### src/rtl/gsensor_spi_responder_if.sv
// SPI bus between the accelerometer controller (master) and the G-sensor
// responder model (slave); spi_sdo_oe tells the master when spi_sdo is driven.
interface gsensor_spi_responder_if;
  logic spi_csn;
  logic spi_clk;
  logic spi_sdi;
  logic spi_sdo;
  logic spi_sdo_oe;

  modport master (
    output spi_csn, spi_clk, spi_sdi,
    input  spi_sdo, spi_sdo_oe
  );

  modport slave (
    input  spi_csn, spi_clk, spi_sdi,
    output spi_sdo, spi_sdo_oe
  );
endinterface

### src/rtl/gsensor_spi_responder.sv
// Register-level model of the board accelerometer: oversampled mode-3 SPI slave
// over a 64x8 register file with host-fed X/Y/Z samples and a data-ready interrupt.
module gsensor_spi_responder #(
  parameter logic [7:0] DEVID       = 8'hE5,
  parameter int         SYNC_STAGES = 2
) (
  input  logic                          clk,
  input  logic                          reset_n,
  gsensor_spi_responder_if.slave        spi,
  input  logic [15:0]                   sample_x,
  input  logic [15:0]                   sample_y,
  input  logic [15:0]                   sample_z,
  input  logic                          sample_valid,
  output logic                          int1
);

  localparam logic [5:0] INT_ENABLE = 6'h2E;
  localparam logic [5:0] INT_SOURCE = 6'h30;
  localparam logic [5:0] DATAX0     = 6'h32;
  localparam logic [5:0] DATAZ1     = 6'h37;

  typedef enum logic [1:0] {ST_IDLE, ST_CMD, ST_DATA} state_t;

  logic [SYNC_STAGES-1:0] csn_sync, clk_sync, sdi_sync;
  logic                   csn_d, clk_d;
  logic                   csn_s, clk_s, sdi_s;
  logic                   csn_fall, csn_rise, sclk_rise, sclk_fall;

  state_t      state;
  logic [2:0]  bit_cnt;
  logic [6:0]  shift_in;
  logic [6:0]  shift_out;
  logic        rw, mb;
  logic [5:0]  addr;
  logic        sdo, oe;
  logic        pend_valid;
  logic [15:0] pend_x, pend_y, pend_z;
  logic [7:0]  regs [64];

  logic [5:0]  cmd_addr, next_addr;
  logic [7:0]  cmd_byte, next_byte, in_byte;
  logic [15:0] new_x, new_y, new_z;

  // Sync chains reset to the bus idle levels so release of reset is not seen as an edge.
  always_ff @(posedge clk or negedge reset_n) begin
    if (!reset_n) begin
      csn_sync <= '1;
      clk_sync <= '1;
      sdi_sync <= '0;
      csn_d    <= 1'b1;
      clk_d    <= 1'b1;
    end else begin
      csn_sync <= {csn_sync[SYNC_STAGES-2:0], spi.spi_csn};
      clk_sync <= {clk_sync[SYNC_STAGES-2:0], spi.spi_clk};
      sdi_sync <= {sdi_sync[SYNC_STAGES-2:0], spi.spi_sdi};
      csn_d    <= csn_sync[SYNC_STAGES-1];
      clk_d    <= clk_sync[SYNC_STAGES-1];
    end
  end

  assign csn_s     = csn_sync[SYNC_STAGES-1];
  assign clk_s     = clk_sync[SYNC_STAGES-1];
  assign sdi_s     = sdi_sync[SYNC_STAGES-1];
  assign csn_fall  = csn_d & ~csn_s;
  assign csn_rise  = ~csn_d & csn_s;
  assign sclk_rise = ~clk_d & clk_s;
  assign sclk_fall = clk_d & ~clk_s;

  function automatic logic [7:0] rd_reg(input logic [5:0] a);
    return (a == 6'h00) ? DEVID : regs[a];
  endfunction

  function automatic logic read_only(input logic [5:0] a);
    return (a == 6'h00) || (a == INT_SOURCE) || (a >= DATAX0 && a <= DATAZ1);
  endfunction

  // NOTE: always_comb gives every output a value on every path, so no latch is inferred.
  always_comb begin
    cmd_addr  = {shift_in[4:0], sdi_s};
    cmd_byte  = rd_reg(cmd_addr);
    next_addr = mb ? addr + 6'd1 : addr;
    next_byte = rd_reg(next_addr);
    in_byte   = {shift_in, sdi_s};
    new_x     = sample_valid ? sample_x : pend_x;
    new_y     = sample_valid ? sample_y : pend_y;
    new_z     = sample_valid ? sample_z : pend_z;
  end

  // NOTE: sequential state uses non-blocking assignments only; later assignments in
  // this block intentionally override earlier ones (sample set beats 0x37 read-clear).
  always_ff @(posedge clk or negedge reset_n) begin
    if (!reset_n) begin
      state      <= ST_IDLE;
      bit_cnt    <= '0;
      shift_in   <= '0;
      shift_out  <= '0;
      rw         <= 1'b0;
      mb         <= 1'b0;
      addr       <= '0;
      sdo        <= 1'b0;
      oe         <= 1'b0;
      int1       <= 1'b0;
      pend_valid <= 1'b0;
      pend_x     <= '0;
      pend_y     <= '0;
      pend_z     <= '0;
      // NOTE: the register file is small and must read as zero after reset, so it is reset.
      for (int i = 0; i < 64; i++) regs[i] <= '0;
    end else begin
      int1 <= regs[INT_SOURCE][7] & regs[INT_ENABLE][7];

      if (csn_rise) begin
        state   <= ST_IDLE;
        oe      <= 1'b0;
        sdo     <= 1'b0;
        bit_cnt <= '0;
      end else begin
        case (state)
          ST_IDLE: if (csn_fall) begin
            state   <= ST_CMD;
            bit_cnt <= '0;
            oe      <= 1'b1;
            sdo     <= 1'b0;
          end
          ST_CMD: if (sclk_rise) begin
            shift_in <= in_byte[6:0];
            bit_cnt  <= bit_cnt + 3'd1;
            if (bit_cnt == 3'd7) begin
              rw    <= shift_in[6];
              mb    <= shift_in[5];
              addr  <= cmd_addr;
              state <= ST_DATA;
              if (shift_in[6]) begin
                shift_out <= cmd_byte[6:0];
                sdo       <= cmd_byte[7];
              end else begin
                sdo <= 1'b0;
              end
            end
          end
          ST_DATA: begin
            if (sclk_rise) begin
              shift_in <= in_byte[6:0];
              bit_cnt  <= bit_cnt + 3'd1;
              if (bit_cnt == 3'd7) begin
                addr <= next_addr;
                if (rw) begin
                  shift_out <= next_byte[6:0];
                  sdo       <= next_byte[7];
                end else if (!read_only(addr)) begin
                  regs[addr] <= in_byte;
                end
              end
            end else if (sclk_fall && rw && bit_cnt != 3'd0) begin
              // The byte MSB is already on the pin; falls 2..8 present the rest.
              sdo       <= shift_out[6];
              shift_out <= {shift_out[5:0], 1'b0};
              if (bit_cnt == 3'd7 && addr == DATAZ1) regs[INT_SOURCE][7] <= 1'b0;
            end
          end
          default: state <= ST_IDLE;
        endcase
      end

      // Samples arriving mid-transaction wait until the bus is released.
      if (state != ST_IDLE && sample_valid) begin
        pend_valid <= 1'b1;
        pend_x     <= sample_x;
        pend_y     <= sample_y;
        pend_z     <= sample_z;
      end else if (state == ST_IDLE && (sample_valid || pend_valid)) begin
        pend_valid          <= 1'b0;
        regs[6'h32]         <= new_x[7:0];
        regs[6'h33]         <= new_x[15:8];
        regs[6'h34]         <= new_y[7:0];
        regs[6'h35]         <= new_y[15:8];
        regs[6'h36]         <= new_z[7:0];
        regs[6'h37]         <= new_z[15:8];
        regs[INT_SOURCE][7] <= 1'b1;
      end
    end
  end

  assign spi.spi_sdo    = sdo;
  assign spi.spi_sdo_oe = oe;

endmodule

### src/flat_wrapper.sv
// flat-port wrapper written by rule: the top's interface ports become plain ports
module gsensor_spi_responder_flat 
#(
  parameter logic [7:0] DEVID       = 8'hE5,
  parameter int         SYNC_STAGES = 2
)
  (clk, reset_n, sample_x, sample_y, sample_z, sample_valid, int1, spi_spi_csn, spi_spi_clk, spi_spi_sdi, spi_spi_sdo, spi_spi_sdo_oe);
  gsensor_spi_responder_if spi_i ();
  input  logic clk;
  input  logic reset_n;
  input  logic [15:0] sample_x;
  input  logic [15:0] sample_y;
  input  logic [15:0] sample_z;
  input  logic sample_valid;
  output logic int1;
  input wire logic [$bits(spi_i.spi_csn)-1:0] spi_spi_csn;
  input wire logic [$bits(spi_i.spi_clk)-1:0] spi_spi_clk;
  input wire logic [$bits(spi_i.spi_sdi)-1:0] spi_spi_sdi;
  output wire logic [$bits(spi_i.spi_sdo)-1:0] spi_spi_sdo;
  output wire logic [$bits(spi_i.spi_sdo_oe)-1:0] spi_spi_sdo_oe;
  assign spi_i.spi_csn = spi_spi_csn;
  assign spi_i.spi_clk = spi_spi_clk;
  assign spi_i.spi_sdi = spi_spi_sdi;
  assign spi_spi_sdo = spi_i.spi_sdo;
  assign spi_spi_sdo_oe = spi_i.spi_sdo_oe;
  gsensor_spi_responder #(.DEVID(DEVID), .SYNC_STAGES(SYNC_STAGES)) u_core (.clk(clk), .reset_n(reset_n), .spi(spi_i), .sample_x(sample_x), .sample_y(sample_y), .sample_z(sample_z), .sample_valid(sample_valid), .int1(int1));
endmodule
### config.mk
export PLATFORM = sky130hd
export DESIGN_NAME = gsensor_spi_responder_flat
export DESIGN_NICKNAME = d
export VERILOG_FILES = /design/src/rtl/gsensor_spi_responder_if.sv /design/src/rtl/gsensor_spi_responder.sv /design/src/flat_wrapper.sv
export SDC_FILE = /design/constraint.sdc
export NUM_CORES = 1
export LEC_CHECK = 0
export CAP_MARGIN = 20
export CORE_AREA = 2 2 259 261
export CTS_CLUSTER_DIAMETER = 120
export DETAILED_ROUTE_END_ITERATION = 8
export DIE_AREA = 0 0 261 263
export HOLD_SLACK_MARGIN = 0.05
export PLACE_DENSITY = 0.66
export SETUP_SLACK_MARGIN = 0.5
export SLEW_MARGIN = 20
export SYNTH_ARGS = -nofsm -noshare
export SYNTH_HDL_FRONTEND = slang
export SYNTH_SLANG_ARGS = --single-unit
### constraint.sdc
create_clock -name clk -period 7 [get_ports clk]
set_input_delay 1.75 -clock clk [delete_from_list [all_inputs] [get_ports clk]]
set_output_delay 1.75 -clock clk [all_outputs]
set_load 0.005 [all_outputs]
==> metrics, run 1 <==
status=finished clean; total clock buffers created by CTS=70; post-route ant nets=0; sequential element share of the synthesized area=between 40% and 50%; Final nets=2750; Worst-Margin Slew=about 1.1 ns; post-layout minimum cycle time=~4.4 ns; via/cell ratio=6.71; CTS tree=done; CP Capture Type=flip-flop; area delta synth->final=11.2%; IO Port Bufs=56; R2R cell count=10; drt wl/cell=between 20 and 30 um; Final Hold Viols=0; full die area=approximately 69000 um^2; DP Wirelength=67.6 mm; Starting Density=between 40% and 50%; WS Path Type=reg -> reg; syn_nets=~2800; Final Slew Violations=0; Remaining DRCs=0; Synth area leader=dfrtp_1; RR Startpoint=u_core.addr[0]; PwrDens=334 nW/um^2; Min-Delay Path Class=reg -> reg; Cells after Synth=approximately 2700; most common cell in the netlist=dfrtp_1; largest net degree at the start of global routing=174; gr usage total=~31%; Fmax achieved=roughly 230 MHz; Post-synth EDFFs=0; antenna violations before repair=0; Crit-path slowest cell=mux4_2; critical path startpoint category=flip-flop; critical path, cell by cell=buf_4 -> inv_1 -> ha_1 -> nand2_1 -> nand2_2 -> mux4_2 -> mux2_2 -> a2111o_1 -> nand2_1 -> o21ai_1; Sink Count=about 600; post-CTS resize count=0; Max Cap Viol=0; Worst VDD drop=roughly 0.25 mV; htree depth=3; Site Rows=94; via count=approximately 24000; total power=roughly 0.012 W; # IOs=57; Detailed Route WL=between 100 and 150 mm; HP Start=u_core.sdi_sync[0]; clk_lat worst skew=between 0.6 and 0.7 ns; period utilization=between 60% and 70%; drt pass-1 iters=8; first-pass GRT wire length=between 150 and 200 mm; Max Root-Sink Buffers=3; main flop type after synthesis=dfrtp_1; share of cells above drive strength 1=about a third; DRT iter0 DRCs=between 2000 and 2500; Crit. Startpoint=u_core.addr[0]; CP max FO=25; critical path's largest stage delay=0.58 ns; setup TNS=0 ns; Syn. warnings=0; vias in the first global route=~24000; required time of the critical path=around 7.5 ns; Root Driver=clkbuf_16; gp weighted congestion=between 0.9 and 1; Rel. slew slack=roughly 29%; RSZ-0062 raised after global routing=no; leak pwr=approximately 16 nW; #FFs+latches synth=~600; core area=approximately 66000 um^2; clk slew on worst S/H paths=roughly 0.060 ns; Syn Area/Cell=between 10 and 15 um^2; hold slack=around 0.35 ns; Hold Path Depth=0; Die Height=263 um; fraction of registers with async set/reset=100%; Die X=261 um; hold buffer count at CTS=0; setup violators final=0; Synth top cells by count=593 x dfrtp_1, 534 x mux2_2, 361 x nand2_1, 185 x mux2i_1, 128 x mux4_2; top cell type's share of synthesized area=between 40% and 50%; library cells used by synthesis=80; Mapped Area=approximately 33000 um^2; # Post-CTS Setup Buffers=0; leading post-synthesis cells by cell area=dfrtp_1 46%, mux2_2 18%, mux4_2 8.8%; Crit path top cell by count=nand2_1; Worst EP arrival=4.89 ns; Worst Skew=about 0.038 ns; global route total overflow=0
stage by stage:
| stage | area (um^2) | instances | setup WS [ns] | util [%] |
|---|---|---|---|---|
| 2_1_floorplan | 32600 | 2719 | 3.70 | - |
| 3_5_place_dp | 34000 | 3476 | 2.65 | 51.8 |
| 5_1_grt | 36200 | 3600 | 2.45 | 55.2 |
| 6_report | 36200 | 3601 | 2.61 | 55.2 |
| 3_3_place_gp | 34000 | 3476 | 2.45 | 51.7 |
| 4_1_cts | 36200 | 3600 | 2.64 | 55.2 |
registers in the layout (all words and copies together), names as in the netlist, 2 cells and up:
name,cells
u_core.addr,6
u_core.bit_cnt,3
u_core.clk_sync,2
u_core.csn_sync,2
u_core.pend_x,16
u_core.pend_y,16
u_core.pend_z,16
u_core.regs,512
u_core.sdi_sync,2
u_core.shift_in,7
u_core.shift_out,7
u_core.state,2
path summary, 6_finish.rpt:
kind | to | slack [ns]
worst max register to register | u_core.shift_out[2] | 2.61
worst min-delay path | u_core.sdi_sync[1] | 0.35
min in group asynchronous | u_core.regs[152] | 1.18
max in group asynchronous | u_core.sdi_sync[1] | 4.16
worst max-delay path | u_core.shift_out[2] | 2.61
worst min register to register | u_core.sdi_sync[1] | 0.35
final cells by class:
cell class | count | area (um^2)
Fill cell | 5505 | 29400
Multi-Input combinational cell | 1884 | 16700
Sequential cell | 599 | 15000
Clock buffer | 107 | 2060
Timing Repair Buffer | 113 | 1090
Tap cell | 864 | 1080
Clock inverter | 17 | 211
Inverter | 16 | 60.1
Antenna cell | 1 | 2.50
worst max-delay path: cells and delay by family, from the launching register on:
kind / cells / cell delay (ns)
AND/OR/NAND/NOR: 3 / 1.29
flip-flops: 1 / 0.32
adder cells (fa/ha/maj): 1 / 0.57
multiplexers: 2 / 0.91
buffers and inverters: 2 / 0.57
AO/OA/AOI/OAI: 2 / 0.56
where the power goes:
group          switching, W  total, W  internal (W)
clock network       0.00150   0.00368       0.00218
logic               0.00293   0.00425       0.00132
registers          0.000362   0.00418       0.00382
cell families (layout without fill, tap and decap cells):
| logic type | count (synthesis) | count (layout) | share of synthesized area (%) |
|---|---|---|---|
| XOR/XNOR | 11 | 11 | 0.365 |
| other | 0 | 1 | 0 |
| buffers and inverters | 236 | 253 | 3.30 |
| AO/OA/AOI/OAI | 378 | 378 | 7.74 |
| multiplexers | 859 | 859 | 33.4 |
| flip-flops | 599 | 599 | 46.0 |
| AND/OR/NAND/NOR | 624 | 624 | 8.75 |
| adder cells (fa/ha/maj) | 12 | 12 | 0.461 |
cell usage in the layout (no fill, tap or decap), types with 33 or more instances in the layout:
cell	synthesis	final
buf_4	19	49
a21oi_1	75	75
o22ai_1	35	33
clkdlybuf4s50_1	0	54
dfrtp_1	593	585
mux2i_1	185	185
mux2_2	534	534
mux4_2	128	128
nand3_1	67	67
o21ai_0	90	90
nor2_1	39	39
o221ai_1	36	36
clkbuf_16	0	71
nand2_1	361	361
per-layer routing:
metal	GRT usage (%)	vias to the layer above	part of all wire (%)
li1	-	10100	-
met1	43.1	12500	41
met2	47.0	1293	46
met3	6.96	302	8.9
met4	12.6	0	4.4
met5	0	-	0
No activity file was read; power rests on OpenSTA's default activity.
==> inputs of run 2 (changes only) <==
- clock period: 7 -> 4.2 ns (I/O delays scaled with it)
==> run 2 against run 1 <==
Combinational power is 78% higher. Worst hold slack worse by 0.0093 ns. Cell count is 2.3% higher. Global-route usage is 0.37 points higher. Total power is 68% higher. Flip-flop and latch count stayed put. Via count is 0.89% higher. Sequential power is 68% higher. Design area is 1.7% higher. Clock power is 57% higher. Register-to-register slack worse by 2.1 ns. Maximum frequency is 20% higher. Critical endpoint is now u_core.shift_out[3].
==> metrics, run 2 (synthesis gave the netlist of run 1 again) <==
Final Hold Viols=0 (unchanged); full die area=68600 um^2 (unchanged); drt pass-1 iters=6 (-2); Die X=261 um (unchanged); critical path startpoint category=flip-flop; CTS tree=done; Die Height=263 um (unchanged); post-route cell area=36900 um^2 (+1.7%); via count=24400 (+0.89%); Starting Density=49.7% (unchanged); post-route ant nets=0 (unchanged); largest net degree at the start of global routing=116 (-33%); Max Root-Sink Buffers=3 (unchanged); Max Cap Viol=0 (unchanged); htree depth=3 (unchanged); share of cells above drive strength 1=34.8% (+1.9 points); CP max FO=15 (-40%); # IOs=57 (unchanged); Worst-Margin Slew=1.12 ns (+0.0569 ns); period utilization=87.1% (+24 points); setup TNS=0 ns (unchanged); global route total overflow=0 (unchanged); setup violators final=0 (unchanged); max reg flops=512 (unchanged); Largest Register=u_core.regs; post-layout minimum cycle time=3.66 ns (-0.733 ns); drt wl/cell=29.1 um (-0.67%); DP Wirelength=72.2 mm (+6.8%); Root Driver=clkbuf_16; CP Capture Type=flip-flop; Final nets=2838 (+3.2%); DRT iter0 DRCs=2998 (+25%); Worst Skew=0.0274 ns (-0.0101 ns); antenna violations before repair=0 (unchanged); gp weighted congestion=0.979 (+1.4%); Worst EP arrival=4.15 ns (-0.74 ns); Rel. slew slack=25.1% (-3.4 points); Site Rows=94 (unchanged); Detailed Route WL=107 mm (+1.6%); via/cell ratio=6.62 (-1.4%); core area=65600 um^2 (unchanged); WS Path Type=reg -> reg; clk_lat worst skew=0.62 ns (about the same); RSZ-0062 raised after global routing=yes; PnR worst setup slack=0.540 ns (-2.07 ns); fill count=5405 (-1.8%); leak pwr=16.4 nW (+2.4%); Sink Count=599 (unchanged); first-pass GRT wire length=161 mm (+1.1%); Min-Delay Path Class=in -> async; clk slew on worst S/H paths=0.07 ns (about the same); fin cells=3683 (+2.3%); total clock buffers created by CTS=69 (-1.4%); required time of the critical path=4.70 ns (-2.80 ns); vias in the first global route=24700 (+2.3%); post-place setup slack=0.550 ns (-2.10 ns); commonest non-fill, non-tap cell in the layout=dfrtp_1; IO Port Bufs=56 (unchanged); dpl cells=3559 (+2.4%); PwrDens=553 nW/um^2 (+65%); Worst VDD drop=0.524 mV (+110%); status=finished clean; Fmax achieved=273 MHz (+20%); Area after DPL=34700 um^2 (+2.0%); gr usage total=31.3% (+0.37 points); total power=0.0204 W (+68%); Final Slew Violations=0 (unchanged); commonest non-fill, non-tap cells in the layout=584 x dfrtp_1, 534 x mux2_2, 361 x nand2_1; area delta synth->final=13.0%; Remaining DRCs=0 (unchanged)
run 2: cell types whose count changed in the layout (fill, tap and decap cells not counted), moves of 3 or more:
| cell | before | now |
|---|---|---|
| clkbuf_1 | 21 | 24 |
| buf_4 | 49 | 126 |
| inv_6 | 6 | 3 |
| clkbuf_8 | 15 | 8 |
| buf_12 | 8 | 19 |
run 2: final cells by class:
class	instances	area (um^2)	share of cell area [%]
multi-input combinational	1885	16700	45.3
sequential	599	15000	40.8
clock buffer	101	1930	5.23
timing repair buffer	201	1890	5.12
tap	864	1080	2.93
clock inverter	16	168	0.455
inverter	16	60.1	0.163
antenna	1	2.50	0.00679
run 2: final timing paths:
kind,start,to,slack [ns],depth (start not counted)
worst max-delay path,u_core.addr[1],u_core.shift_out[3],0.54,11
worst min-delay path,reset_n,u_core.regs[220],0.35,1
worst max register to register,u_core.addr[1],u_core.shift_out[3],0.54,11
worst min register to register,u_core.sdi_sync[0],u_core.sdi_sync[1],0.35,0
max in group asynchronous,reset_n,u_core.regs[281],2.85,2
min in group clk,u_core.sdi_sync[0],u_core.sdi_sync[1],0.35,0
run 2: power breakdown:
group          switching, W  total, W  leakage (nW)  internal, W
registers          0.000664   0.00704          8.11      0.00637
clock network       0.00245   0.00576          1.03      0.00330
logic               0.00501   0.00757          7.27      0.00257
run 2: per-stage QoR:
stage          utilization (%)  hold WS [ns]
2_1_floorplan                -         0.331
3_3_place_gp              52.8         0.333
3_5_place_dp              52.8         0.337
4_1_cts                   56.0         0.336
5_1_grt                   56.1         0.352
6_report                  56.2         0.345
run 2: timing repair:
| item | CTS | global route |
|---|---|---|
| setup buffers | 0 | 5 |
| endpoints found under the hold margin | 0 | 0 |
| hold buffers | 0 | 0 |
| endpoints found under the setup margin | 0 | 63 |
| gates resized for setup | 0 | 4 |
run 2: metal layers:
| metal | global-route usage (%) | routed length (um) | share of wire (%) | up-vias |
|---|---|---|---|---|
| met5 | 0 | 0 | 0 | - |
| met4 | 13.7 | 5380 | 5.0 | 0 |
| met3 | 6.85 | 9740 | 9.1 | 341 |
| met2 | 47.4 | 48700 | 45 | 1322 |
| met1 | 43.5 | 43500 | 41 | 12500 |
| li1 | - | - | - | 10200 |
run 2: critical path, stage by stage (launching register included):
cell and delay, ns:
dfrtp_1 0.36, clkinv_1 0.21, ha_2 0.55, nand2_1 0.18, buf_4 0.24, o21ai_2 0.24
buf_4 0.45, a32oi_1 0.21, a31oi_1 0.38, o21ai_0 0.35, o22ai_1 0.25, a31oi_1 0.10
